<file path="config.mk">
export PLATFORM = sky130hd
export DESIGN_NAME = result_writer
export DESIGN_NICKNAME = d
export VERILOG_FILES = /design/src/rtl/result_writer.sv
export SDC_FILE = /design/constraint.sdc
export NUM_CORES = 1
export LEC_CHECK = 0
export CORE_MARGIN = 5
export CORE_UTILIZATION = 52
export DETAILED_ROUTE_END_ITERATION = 8
export GPL_ROUTABILITY_DRIVEN = 1
export PLACE_DENSITY = 0.8
export SLEW_MARGIN = 25
export SYNTH_ARGS = -nofsm -noshare
export SYNTH_HDL_FRONTEND = slang
export SYNTH_SLANG_ARGS = --single-unit
export TNS_END_PERCENT = 100
</file>
<file path="constraint.sdc">
create_clock -name clk -period 23.9 [get_ports clk]
set_input_delay 2.39 -clock clk [delete_from_list [all_inputs] [get_ports clk]]
set_output_delay 2.39 -clock clk [all_outputs]
set_load 0.01 [all_outputs]
</file>
<file path="src/rtl/result_writer.sv">
// Write-back engine: snapshots a ROWS x COLS result block, streams it row-major.
// Optional RESULT_WRITER_RELU_EN clamps negative words to zero at snapshot time.
module result_writer #(
    parameter int DW        = 16,
    parameter int ROWS      = 5,
    parameter int COLS      = 5,
    parameter int AW        = 6,
    parameter int BASE_ADDR = 0
) (
    input  logic          clk,
    input  logic          rst,
    input  logic          start,
    input  logic [DW-1:0] DATA_IN [0:ROWS-1][0:COLS-1],
    output logic          wr_en,
    output logic [AW-1:0] wr_addr,
    output logic [DW-1:0] wr_data,
    input  logic          wr_ready,
    output logic          busy,
    output logic          done
);

    localparam int RW = (ROWS > 1) ? $clog2(ROWS) : 1;
    localparam int CW = (COLS > 1) ? $clog2(COLS) : 1;

    typedef enum logic [1:0] {
        IDLE,
        WRITE,
        DONE
    } state_t;

    state_t        state, state_n;
    logic [RW-1:0] r, r_n;
    logic [CW-1:0] c, c_n;
    logic [DW-1:0] snap [0:ROWS-1][0:COLS-1];
    logic          load;
    logic          wr_en_n, busy_n, done_n;
    logic [AW-1:0] wr_addr_n;
    logic [DW-1:0] wr_data_n;
    logic          last;

    function automatic logic [DW-1:0] clamp(input logic [DW-1:0] w);
`ifdef RESULT_WRITER_RELU_EN
        return w[DW-1] ? '0 : w;
`else
        return w;
`endif
    endfunction

    assign last = (r == RW'(ROWS - 1)) && (c == CW'(COLS - 1));

    always_comb begin
        state_n   = state;
        r_n       = r;
        c_n       = c;
        load      = 1'b0;
        wr_en_n   = wr_en;
        wr_addr_n = wr_addr;
        wr_data_n = wr_data;
        done_n    = 1'b0;
        unique case (state)
            IDLE: begin
                if (start) begin
                    load      = 1'b1;
                    state_n   = WRITE;
                    r_n       = '0;
                    c_n       = '0;
                    wr_en_n   = 1'b1;
                    wr_addr_n = AW'(BASE_ADDR);
                    wr_data_n = clamp(DATA_IN[0][0]);
                end
            end
            WRITE: begin
                if (wr_ready) begin
                    if (last) begin
                        state_n = DONE;
                        wr_en_n = 1'b0;
                        done_n  = 1'b1;
                    end else begin
                        // next element becomes visible the cycle after acceptance
                        if (c == CW'(COLS - 1)) begin
                            c_n = '0;
                            r_n = r + 1'b1;
                        end else begin
                            c_n = c + 1'b1;
                        end
                        wr_addr_n = wr_addr + 1'b1;
                        wr_data_n = snap[r_n][c_n];
                    end
                end
            end
            DONE: begin
                state_n = IDLE;
            end
            default: begin
                state_n = IDLE;
                wr_en_n = 1'b0;
            end
        endcase
        busy_n = (state_n != IDLE);
    end

    always_ff @(posedge clk) begin
        if (rst) begin
            state   <= IDLE;
            r       <= '0;
            c       <= '0;
            wr_en   <= 1'b0;
            wr_addr <= '0;
            wr_data <= '0;
            busy    <= 1'b0;
            done    <= 1'b0;
            for (int i = 0; i < ROWS; i++)
                for (int j = 0; j < COLS; j++)
                    snap[i][j] <= '0;
        end else begin
            state   <= state_n;
            r       <= r_n;
            c       <= c_n;
            wr_en   <= wr_en_n;
            wr_addr <= wr_addr_n;
            wr_data <= wr_data_n;
            busy    <= busy_n;
            done    <= done_n;
            if (load) begin
                for (int i = 0; i < ROWS; i++)
                    for (int j = 0; j < COLS; j++)
                        snap[i][j] <= clamp(DATA_IN[i][j]);
            end
        end
    end

endmodule

</file>
==> results by group <==
Pwr
  • Leak pwr: 11.0 nW
  • Switching Power: 431 uW
  • Logic gate share of total power: 11.2%
  • Worst vdd ir: 0.0528 mV
  • Clock power share: 39.6%
  • Sw Ratio: 23.1%
  • Seq pwr share: 49.1%
  • Power per cell area: 67.7 nW/um2
  • Internal: 1.43 mW

Critical path
  • Launching point of the worst reg2reg path: r[0]
  • Crit path required time: 24.34 ns
  • Reg-to-reg endpoint: wr_data[5]
  • Critical Path AT: 6.00 ns
  • Flop-to-flop setup slack: 18.34 ns
  • Cells on worst reg2reg path: 9
  • Max FO, Critical Path: 49
  • Crit start category: register
  • Critical path endpoint category: register
  • Crit path kind: register to register

Layout
  • Post-route insts no fill: 2684
  • Area growth, synth to finish: 28.2%
  • Share of layout cells above drive strength 1: 7.42%
  • NumNets Final: 2517
  • Filler cells: 2942

Global routing
  • Total track usage: 31.5%
  • Largest net degree at the start of global routing: 205
  • Vias in the first global route: 17.1k
  • Grt ovf: 0
  • Antenna violations before repair: 12
  • Global-route wire length before repair: 107000 um

Hold path
  • Hold path cells: 2
  • Hold path startpoint: wr_data[14]
  • Hold Crit Endpoint: wr_data[14]
  • Worst Hold Class: register to register

Synth
  • EDFF count, synth: 400
  • Yosys warnings: 0
  • Synthesized area: 21500 um2
  • Ys flop type: edfxtp_1
  • Count leader, synth: and3_1
  • Number of synthesized register bits: 433
  • XOR/XNOR share of the synthesized area: 0.245%
  • Post-synth ARST share: 0%
  • Compound-Gate Fraction of Synth Area: 14.6%
  • Synth unique cells: 75
  • Avg Synthesized Cell Area: 12.0 um2
  • Main combinational cell family by area after synthesis: simple AND/OR/NAND/NOR gates
  • Yosys top cell by area: edfxtp_1
  • Post-synthesis mux area share: 5.84%
  • Post-Synth Simple-Gate Area: 16.1%
  • Post-synth top area share: 55.9%
  • Top cells by area, synth: edfxtp_1 (56%), and3_1 (12%), dfxtp_1 (3.1%)
  • Synth cell count leaders: and3_1 (404), edfxtp_1 (400), clkbuf_1 (145)
  • Synth Area in Adders: 0.291%
  • Synth Net Count: 2203
  • Synth Instances: 1794
  • Register area share after synthesis: 59.0%

Clock network
  • CTS tree: built
  • CTS clk-pin slew, worst paths: 0.07 ns
  • Inserted Clock Buffers: 47
  • # clock sinks: 433
  • H-tree depth: 2
  • Cts-stage hold buffer count: 0
  • Clock tree buffer depth: 3
  • Clk root buf: clkbuf_16
  • Post-CTS Setup Bufs: 0
  • Post_cts resized: 0
  • Worst-Skew Late Latency: 0.59 ns

Timing
  • Fmax: 180 MHz
  • Setup TNS: 0 ns
  • Rel. slew slack: 28.8%
  • RSZ-0062 raised after global routing: false
  • Least-Margin Pin Slew: 1.06 ns
  • Final worst path period share: 23.3%
  • Hold Worst Slack: 0.488 ns
  • Minimum clock period: 5.56 ns
  • Setup ws final: 18.34 ns
  • Final setup fails: 0
  • Clock skew: 0.0179 ns
  • Hold Vio Cnt, Final: 0
  • Final slew viol count: 0

Drt
  • Post-DR wirelength/cell: 27.7 um
  • First drt pass iteration count: 6
  • Vias per inst: 6.54
  • Antenna Nets Post-Route: 0
  • WL final: 74300 um
  • Via count: 17.6k
  • DRC viols: 0
  • DRT iter0 DRCs: 2511

Outcome
  • Status: finished, final reports clean

Floorplanning
  • Core footprint: 40800 um2
  • Die Footprint: 45500 um2
  • I/O pins: 429
  • Initial Utilization: 52.6%
  • Die Height: 213 um
  • Row count: 74
  • Die Width: 213 um

Placed design
  • DP Wirelength: 51400 um
  • Port Buf Inserts: 428
  • GPL Wtd Cong: 0.944
  • Placed Cells: 2590
  • Worst slack, placed: 17.75 ns

Run
  • Maxcap violations: 0
area by class of cell:
class / count / area [um2] / area share [%]
diodes: 8 / 20.0 / 0.0727
clock buffers: 59 / 1260 / 4.59
clock inverters: 26 / 282 / 1.02
inverters: 14 / 52.6 / 0.191
multi-input cells: 1156 / 8020 / 29.2
flip-flops and latches: 433 / 12700 / 46.1
well taps: 532 / 666 / 2.42
repair buffers: 456 / 4530 / 16.5
worst max path at each step:
stage / depth (start not counted) / to / slack (ns) / start
after floorplan: 5 / wr_data[5] / 1.82 / start
after global placement: 5 / snap[3][48] / 17.85 / rst
after detailed placement: 5 / snap[2][23] / 17.75 / rst
after CTS: 5 / snap[0][27] / 18.32 / rst
after global routing: 5 / snap[2][23] / 18.20 / rst
final: 9 / wr_data[5] / 18.34 / r[0]
routing by layer:
metal	global-route usage, %	part of all wire [%]	wire [um]	vias up
met3	8.42	12	8550	212
li1	-	-	-	7685
met1	42.8	38	28500	8477
met5	0	0.036	27	-
met2	48.4	45	33800	1173
met4	12.9	4.6	3420	4
worst max-delay path, cell delays in order (launching register included):
cell and delay (ns):
dfxtp_4 0.75, inv_2 0.34, ha_1 0.78, buf_4 0.49
nand3b_1 0.66, nand2_1 0.51, a2111oi_0 0.86, o22ai_1 0.26
a221oi_1 0.56, o21ai_1 0.14
cells in the final DEF, fill, tap and decap left out, types with 10 or more instances in the layout:
cell             instances
a211o_1                 17
a211oi_1                16
a21o_1                  26
a21oi_1                 94
a221oi_1                33
a22oi_1                 11
and3_1                 404
buf_4                   24
clkbuf_1                10
clkbuf_16               49
clkdlybuf4s50_1        428
clkinv_1                11
dfxtp_1                 31
edfxtp_1               400
inv_1                   11
mux2_2                  10
mux2i_1                 51
mux4_2                  28
nand2_1                 69
nand3_1                 23
nor2_1                  69
o211ai_1                48
o21ai_0                 64
o221ai_1                23
o22ai_1                 13
power groups by stage:
stage | registers (mW) | clock network [mW] | logic, mW
CTS | 0.915 | 0.743 | 0.206
detailed placement | 0.930 | 0 | 0.205
global route | 0.919 | 0.777 | 0.221
floorplan | 0.951 | 0 | 0.0890
global placement | 0.927 | 0 | 0.203
finish | 0.916 | 0.738 | 0.210
state kept, by name (all words and copies together), names as in the netlist:
signal and flops:
state 2, busy 1, wr_en 1, snap 400
r 3, wr_addr 6, wr_data 16, done 1
c 3
cell families after synthesis:
| kind of cell | count (synthesis) |
|---|---|
| AO/OA/AOI/OAI | 444 |
| XOR/XNOR | 6 |
| adder cells (fa/ha/maj) | 5 |
| buffers and inverters | 205 |
| flip-flops | 433 |
| multiplexers | 89 |
| AND/OR/NAND/NOR | 612 |
through the flow:
| stage | power [mW] | utilization [%] | cell area [um2] |
|---|---|---|---|
| 2_1_floorplan | 1.04 | - | 21500 |
| 3_3_place_gp | 1.13 | 63.4 | 25900 |
| 3_5_place_dp | 1.13 | 63.5 | 25900 |
| 4_1_cts | 1.86 | 67.3 | 27500 |
| 5_1_grt | 1.92 | 67.4 | 27500 |
| 6_report | 1.86 | 67.4 | 27500 |
No activity file was read; power rests on OpenSTA's default activity.
